==> config.mk <==
export PLATFORM = sky130hd
export DESIGN_NAME = dev_port_fifo
export DESIGN_NICKNAME = d
export VERILOG_FILES = /design/src/rtl/bus_pkg.sv /design/src/rtl/dev_fifo_ram.sv /design/src/rtl/dev_port_fifo.sv
export SDC_FILE = /design/constraint.sdc
export NUM_CORES = 1
export LEC_CHECK = 0
export ABC_AREA = 1
export CAP_MARGIN = 20
export CORE_UTILIZATION = 40
export CTS_BUF_LIST = sky130_fd_sc_hd__clkbuf_8
export DETAILED_ROUTE_END_ITERATION = 8
export DONT_BUFFER_PORTS = 1
export GPL_ROUTABILITY_DRIVEN = 0
export SLEW_MARGIN = 20
export SYNTH_ARGS = -nofsm -noshare
export SYNTH_HDL_FRONTEND = slang
export SYNTH_SLANG_ARGS = --single-unit
==> constraint.sdc <==
create_clock -name clk -period 1.5 [get_ports clk]
set_input_delay 0.225 -clock clk [delete_from_list [all_inputs] [get_ports clk]]
set_output_delay 0.225 -clock clk [all_outputs]
set_load 0.02 [all_outputs]
==> src/rtl/bus_pkg.sv <==
// Shared bus definitions: packet field helpers, transaction kinds and FIFO statistics.
package bus_pkg;

  localparam int          PKT_W        = 16;
  localparam logic [7:0]  BROADCAST_ID = 8'hFF;

  typedef enum logic [1:0] {
    LECTURA,
    ESCRITURA,
    LECT_ESCR,
    RESET
  } tipo_trans;

  typedef struct packed {
    logic [15:0] count;
    logic [15:0] overflow_cnt;
  } fifo_stats_t;

  // Destination ID lives in the top byte of the packet.
  function automatic logic [7:0] get_dest(input logic [PKT_W-1:0] pkt);
    return pkt[PKT_W-1 -: 8];
  endfunction

endpackage

==> src/rtl/dev_fifo_ram.sv <==
// Storage for dev_port_fifo: one synchronous write port, one asynchronous read port.
module dev_fifo_ram #(
  parameter int width = 16,
  parameter int depth = 8,
  localparam int AW   = $clog2(depth)
) (
  input  logic             clk,
  input  logic             i_we,
  input  logic [AW-1:0]    i_waddr,
  input  logic [width-1:0] i_wdata,
  input  logic [AW-1:0]    i_raddr,
  output logic [width-1:0] o_rdata
);

  // Contents are intentionally not reset.
  logic [width-1:0] r_mem [depth];

  always_ff @(posedge clk) begin
    if (i_we) begin
      r_mem[i_waddr] <= i_wdata;
    end
  end

  assign o_rdata = r_mem[i_raddr];

endmodule

==> src/rtl/dev_port_fifo.sv <==
// Per-device ingress FIFO in front of the bus arbiter; drops the oldest packet when
// pushed while full, and keeps occupancy, loss and underflow status.
module dev_port_fifo
  import bus_pkg::*;
#(
  parameter int         width = 16,
  parameter int         depth = 8,
  parameter logic [7:0] id    = 8'd0,
  localparam int        AW    = $clog2(depth),
  localparam int        CW    = $clog2(depth) + 1
) (
  input  logic             clk,
  input  logic             rst_n,
  input  logic             push,
  input  logic [width-1:0] D_push,
  input  logic             pop,
  output logic [width-1:0] D_pop,
  output logic             pndng,
  output logic             full,
  output logic [CW-1:0]    count,
  output logic [15:0]      overflow_cnt,
  output logic             underflow,
  output logic [7:0]       self_id
);

  logic [AW-1:0] r_wr_ptr;
  logic [AW-1:0] r_rd_ptr;
  logic [CW-1:0] r_count;
  logic [15:0]   r_ovf_cnt;
  logic          r_underflow;

  logic w_pndng;
  logic w_full;
  logic w_we;
  logic w_pop_ok;
  logic w_drop;
  logic w_inc;
  logic w_dec;

  assign w_pndng  = (r_count != '0);
  assign w_full   = (r_count == CW'(depth));
  assign w_we     = rst_n & push;
  assign w_pop_ok = pop & w_pndng;
  assign w_drop   = push & w_full & ~pop;
  // push+pop on an empty FIFO behaves as a plain push
  assign w_inc    = push & ((~pop & ~w_full) | (pop & ~w_pndng));
  assign w_dec    = w_pop_ok & ~push;

  dev_fifo_ram #(
    .width (width),
    .depth (depth)
  ) u_ram (
    .clk     (clk),
    .i_we    (w_we),
    .i_waddr (r_wr_ptr),
    .i_wdata (D_push),
    .i_raddr (r_rd_ptr),
    .o_rdata (D_pop)
  );

  always_ff @(posedge clk) begin
    if (!rst_n) begin
      r_wr_ptr    <= '0;
      r_rd_ptr    <= '0;
      r_count     <= '0;
      r_ovf_cnt   <= '0;
      r_underflow <= 1'b0;
    end else begin
      r_underflow <= pop & ~w_pndng;
      if (push) begin
        r_wr_ptr <= r_wr_ptr + AW'(1);
      end
      if (w_pop_ok || w_drop) begin
        r_rd_ptr <= r_rd_ptr + AW'(1);
      end
      if (w_inc) begin
        r_count <= r_count + CW'(1);
      end else if (w_dec) begin
        r_count <= r_count - CW'(1);
      end
      if (w_drop && (r_ovf_cnt != 16'hFFFF)) begin
        r_ovf_cnt <= r_ovf_cnt + 16'd1;
      end
    end
  end

  assign pndng        = w_pndng;
  assign full         = w_full;
  assign count        = r_count;
  assign overflow_cnt = r_ovf_cnt;
  assign underflow    = r_underflow;
  assign self_id      = id;

endmodule

* Word-level counts from Yosys, hierarchy flattened
Memory sizes are Yosys's and may differ from the RTL's. A register that Yosys moved wholly into a read port is not among the register bits.
Cells that the tools add are included.
** Word-level totals
- Input bits :: 20
- Register bits :: 27
- RAM bits :: 128
- Bits in latches :: 0
- Bits in read-only memories :: 0
- Memories :: 1
- Logic and storage cells :: 36
- Output and inout bits :: 47
** Operators by class
- Multipliers :: 0
- Multiplexer cells :: 6
- Bitwise operators :: 13
- Divide/modulo/power cells :: 0
- Equal/unequal tests :: 2
- Reduce and logical (&&, ||, !) cells :: 4
- $add $sub $neg :: 5
- $lt $le $gt $ge :: 0
- Shifts and indexed selects :: 0
** Memory list
- u_ram.r_mem :: depth 8, width 16, read ports 1, clocked after memory_dff 1, write ports 1, line dev_fifo_ram.sv:16 : logic [width-1:0] r_mem [depth];
** Operators by type and width (count)
- adder 16 x 1 -> 16 bit (second input constant) :: 1
- inequality test 16 bit (second input constant) :: 1
- bitwise AND 1 bit :: 8
- two-way mux 4 bit :: 2
- adder 3 x 1 -> 3 bit (second input constant) :: 2
- two-way mux 3 bit :: 2
- adder 4 x 1 -> 4 bit (second input constant) :: 1
- == test 4 bit (second input constant) :: 1
- NOT 1 bit :: 4
- nonzero test 4 bit :: 1
- subtractor 4 x 1 -> 4 bit (second input constant) :: 1
- two-way mux 1 bit :: 2
- nonzero test 2 bit :: 1
- logical AND 1 bit :: 1
- logical OR 1 bit :: 1
- bitwise OR 1 bit :: 1

* Longest topological paths before layout
- Depth after elaboration :: 6
- Depth in mapped cells :: 14
- Depth with buffers taken out :: 14

* Cells and area by module
Synthesis repeated with hierarchy kept, for this count alone.
** Unflattened totals
- Cells, all modules :: 817
- Area, all modules :: 7312.0 sq um
** Modules (own cells, without submodules)
- dev_fifo_ram :: sequential area each 3843.7 sq um, cells each 571, area an instance 5669.2 sq um, instances 1
- dev_port_fifo :: sequential area each 540.5 sq um, cells each 246, area an instance 1642.8 sq um, instances 1

* Worst setup path before layout
No wires, ideal clock.
- Path kind :: flip-flop to flip-flop
- From :: register r_count[0] (netlist: count[0])
- To :: register r_count[3] (netlist: count[3])
- Clock period less this slack :: 1.845 ns
- Library setup time :: 0.115 ns
- Stages on the path, launching flop included :: 13
- Required time :: 1.385 ns
- Arrival time :: 1.730 ns
- Slack :: -0.345 ns
- Path buffers :: 0
- Path through :: dfxtp_1 > nor2_2 > nand2_1 > nand2_1 > nand2_1 > nand2_1 > ha_1 > nand3_1 > nand3_1 > inv_1 > nand2_1 > a21oi_1 > nor2_1
** Between the ends
- Longest elaborated chain between the ends :: 6
- Elaborated cells between the ends (all ways) :: 15
- Classes of those cells :: add/sub: 2; eq/ne: 1; mux: 2; bitwise: 8; reduce/logical: 2
** Ends and longest elaborated chain
- from (decl) :: line dev_port_fifo.sv:28 : logic [CW-1:0] r_count;
- from (signal assigned) :: line dev_port_fifo.sv:77 : r_count <= r_count + CW'(1);
- from (signal assigned) :: line dev_port_fifo.sv:79 : r_count <= r_count - CW'(1);
- == test 4 bit / nonzero test 4 bit (equally long branches) :: line dev_port_fifo.sv:41, dev_port_fifo.sv:40
- NOT 1 bit :: line dev_port_fifo.sv:46 : assign w_inc = push & ((~pop & ~w_full) | (pop & ~w_pndng));
- bitwise AND 1 bit :: line dev_port_fifo.sv:46
- bitwise OR 1 bit :: line dev_port_fifo.sv:46
- bitwise AND 1 bit :: line dev_port_fifo.sv:46
- two-way mux 4 bit / nonzero test 2 bit (equally long branches)
Several ways; a longest one is shown, not always the timed one. The select of a mux whose other input is x is not followed.
A chain may end at the register's enable or synchronous reset.

==> key figures <==
Worst setup path
  – Top fanout value on the critical path: 7
  – Worst Setup Path Type: flop to output port
  – Kind of launch point of the worst setup path: flop
  – Arrival time at the worst endpoint: approximately 1.8 ns
  – CP endpoint kind: output port
  – Crit path required time: roughly 1.3 ns

Clock network
  – Clock input transition at the sequential cells of the worst setup and hold paths: roughly 0.080 ns
  – Clock tree from TritonCTS: done
  – Cell chosen for the clock root: sky130_fd_sc_hd__clkbuf_8
  – Number of buffers created by CTS: 17
  – Sinks on Clock Net: 158
  – Maximum level of the CTS H-tree: 4
  – Clock insertion delay at the later pin of the skew report: about 0.44 ns
  – Maximum root-to-sink buffer count: 2

Synthesis
  – Asr flop ratio synth: 0
  – Synth cell count leaders: sky130_fd_sc_hd__nor2_1 (152), sky130_fd_sc_hd__edfxtp_1 (128), sky130_fd_sc_hd__nand2_1 (78), sky130_fd_sc_hd__o21ai_0 (73), sky130_fd_sc_hd__dfxtp_1 (30)
  – Combined area of all synthesized cells: 6576 µm²
  – Proportion of synthesized chip area in sequential cells: 0.6758
  – Mapped Cells: around 620
  – Yosys synthesis warning count: 0
  – Main area contributors after synthesis: sky130_fd_sc_hd__edfxtp_1 (58%), sky130_fd_sc_hd__dfxtp_1 (9.1%), sky130_fd_sc_hd__nor2_1 (8.7%)
  – EDFF count, synth: 128
  – Average size of a mapped cell: between 10 and 15 µm²
  – Number of register bits inferred by synthesis: roughly 160
  – Yosys cell types: 31
  – Most instantiated library cell after synthesis: sky130_fd_sc_hd__nor2_1
  – Prevailing post-synth register cell: sky130_fd_sc_hd__edfxtp_1
  – Area share of the largest cell type after synthesis: 0.5845
  – Cell type with the highest aggregate area in the netlist: sky130_fd_sc_hd__edfxtp_1

Layout
  – Layout-stage area growth over the synthesis result: 36.13%
  – Final standard cell count with taps included and fillers excluded: 954
  – Layout cells sized above 1: 0.3076
  – Core utilization of the finished layout: 0.5615
  – Number of nets in the layout: 751
  – Ant. Diodes: 0

Routing
  – Number of detailed-routing iterations run before antenna repair: 4
  – Number of design-rule violations left by the first detailed-router iteration: 384
  – Average routed wire per standard cell: 16.95 µm
  – Final Routed Wirelength: about 16,000 µm
  – Number of nets still failing antenna checks after routing: 0
  – Vias after detailed routing: approximately 4,900
  – Post-route DRC violation count: 0
  – Avg Vias per Cell: around 5.1

Placed design
  – Post-DP HPWL: a little under 9000 µm
  – Buffers added on ports: 0
  – Placed Instances: 877

GRT
  – Aggregate global-route resource usage: 0.2003
  – Number of global-route vias before repair: 4,801
  – Global-route wire length before repair: approximately 25,000 µm
  – Maximum number of pins on one net before global-route repair: 33
  – Antenna violations before repair: 0
  – Aggregate global routing overflow: 0

Floorplan
  – DIE WIDTH: 130.2 µm
  – Total number of placement rows: 46
  – Total I/O pin count: 67
  – Die H: 130.2 µm
  – Initial standard-cell utilization of the core: 0.4125
  – Die area: 16,960 µm²
  – Placeable core region: 15,940 µm²

Pwr
  – Peak supply drop: 767.2 µV
  – Pwr per Cell Area: 1287 nW/µm²
  – Clock share of power: 0.292
  – Leakage: about 3.2 nW
  – Overall Power: 11.52 mW
  – Internal power contribution: 8.207 mW
  – Switching part of the total: 0.2875
  – Power share of the combinational group: 0.279
  – Psw: 3.311 mW
  – Sequential power share: 0.430

Hold path
  – Path category of the worst min-delay check: input pin to flop

Outcome
  – Violations in the final reports: setup timing
  – Run status: complete, but fails checks

Timing
  – Tightest Pin Transition: 0.7792 ns
  – Final-layout worst hold slack: about 0.05 ns
  – Number of max-slew violations in the final report: 0
  – Worst Slack Setup Final: -0.5151 ns
  – Final-report setup violation count: 20
  – Clock Skews: around 0.009 ns
  – Final worst path period need: 2.015 ns
  – Final count of hold timing violations: 0
  – RSZ-0062 raised after global routing: yes
  – Worst slew margin relative to its limit: 0.4800
  – Final clock period utilization by the worst path: 1.343
  – Fmax achieved: 496.3 MHz

Run
  – Max-capacitance violation count: 0
kinds of logic after synthesis:
group	count (synthesis)	share of synthesized area
simple gates	258	0.1551
other cells	1	0.0005702
flops	158	0.6758
compound gates	130	0.1056
xor+xnor	7	0.009323
buf+inv	59	0.04109
fa+ha+maj	6	0.01256
layout by cell type, fill, tap and decap left out, types with 4 or more instances in the layout:
cell	netlist	layout
sky130_fd_sc_hd__edfxtp_1	128	128
sky130_fd_sc_hd__nand2_4	0	5
sky130_fd_sc_hd__o22ai_1	16	13
sky130_fd_sc_hd__a21oi_1	22	13
sky130_fd_sc_hd__nor2_1	152	134
sky130_fd_sc_hd__nand2_2	1	12
sky130_fd_sc_hd__inv_1	22	20
sky130_fd_sc_hd__clkinv_4	0	4
sky130_fd_sc_hd__bufinv_16	0	4
sky130_fd_sc_hd__buf_12	0	20
sky130_fd_sc_hd__conb_1	1	8
sky130_fd_sc_hd__o21ai_1	2	20
sky130_fd_sc_hd__buf_4	9	57
sky130_fd_sc_hd__buf_6	1	10
sky130_fd_sc_hd__dlygate4sd3_1	0	17
sky130_fd_sc_hd__a31oi_2	0	16
sky130_fd_sc_hd__nand3_1	16	11
sky130_fd_sc_hd__nand4_1	4	4
sky130_fd_sc_hd__nand2_1	78	62
sky130_fd_sc_hd__dfxtp_4	0	5
sky130_fd_sc_hd__dfxtp_1	30	17
sky130_fd_sc_hd__nor2_2	3	12
sky130_fd_sc_hd__clkbuf_8	0	17
sky130_fd_sc_hd__nor2_4	0	9
sky130_fd_sc_hd__o21ai_0	73	53
sky130_fd_sc_hd__xnor2_1	4	4
sky130_fd_sc_hd__dfxtp_2	0	8
sky130_fd_sc_hd__a21oi_2	0	9
power by group through the flow:
| stage | Sequential (mW) | Clock [mW] | Combinational [mW] |
|---|---|---|---|
| detailed placement | 5.04 | 0 | 2.31 |
| global route | 4.97 | 3.61 | 3.47 |
| CTS | 4.94 | 3.43 | 3.06 |
| global placement | 5.03 | 0 | 2.25 |
| floorplan | 5.08 | 0 | 1.39 |
| finish | 4.95 | 3.36 | 3.21 |
state kept, by name (all words and copies together) (netlist names), named ones only:
| register | cells |
|---|---|
| r_rd_ptr | 3 |
| r_wr_ptr | 3 |
| underflow | 1 |
| overflow_cnt | 16 |
| count | 4 |
| u_ram.r_mem | 128 |
critical path: stages, from the launching register on:
cell	delay, ns
sky130_fd_sc_hd__dfxtp_4	0.38
sky130_fd_sc_hd__buf_12	0.13
sky130_fd_sc_hd__buf_12	0.11
sky130_fd_sc_hd__buf_16	0.12
sky130_fd_sc_hd__o21ai_1	0.07
sky130_fd_sc_hd__o22ai_1	0.15
sky130_fd_sc_hd__nor2_1	0.08
sky130_fd_sc_hd__a31oi_2	0.14
sky130_fd_sc_hd__buf_4	0.16
per-layer routing:
| metal | routed length [µm] | global-route usage |
|---|---|---|
| met3 | 928 | 0.04961 |
| met1 | 6772 | 0.2411 |
| met5 | 0 | 0 |
| met4 | 265 | 0.06840 |
| met2 | 8203 | 0.3495 |
metrics by stage:
step                area [µm²]  setup WS (ns)  TNS [ns]
finish                    8952        -0.5151    -8.424
global placement          7579        -0.1420   -0.1999
CTS                       8661        -0.5455    -9.057
detailed placement        7579        -0.2144   -0.7350
floorplan                 6770        -0.1112    -12.39
global route              8952        -0.6374    -11.60
final timing paths:
path         slack (ns)  depth (start not counted)                        to                startpoint
min                0.05                          2  r_wr_ptr[1]$_SDFFE_PN0P_                      push
max reg2reg       -0.24                         10     count[2]$_SDFFE_PN0P_     count[0]$_SDFFE_PN0P_
min reg2reg        0.49                          1  r_rd_ptr[0]$_SDFFE_PN0N_  r_rd_ptr[0]$_SDFFE_PN0N_
max               -0.52                          8                  D_pop[9]                      flop
what timing repair did:
item                                    in CTS  in global routing
setup buffers                               13                 10
hold endpoints to repair                   141                  0
pin swaps                                   34                 44
endpoints found under the setup margin      34                105
hold buffers                                18                  0
gates resized for setup                     48                 72
gates cloned                                 7                  2
final cells by class:
cell class                      instances  area, µm²
Multi-Input combinational cell        410       2331
Inverter                               25      106.4
Fill cell                            1311       6990
Tap cell                              216      270.3
Timing Repair Buffer                  113       1341
Sequential cell                       158       4473
Clock buffer                           17      234.0
Clock inverter                         15      196.4
(Power assumes the default switching activity.)
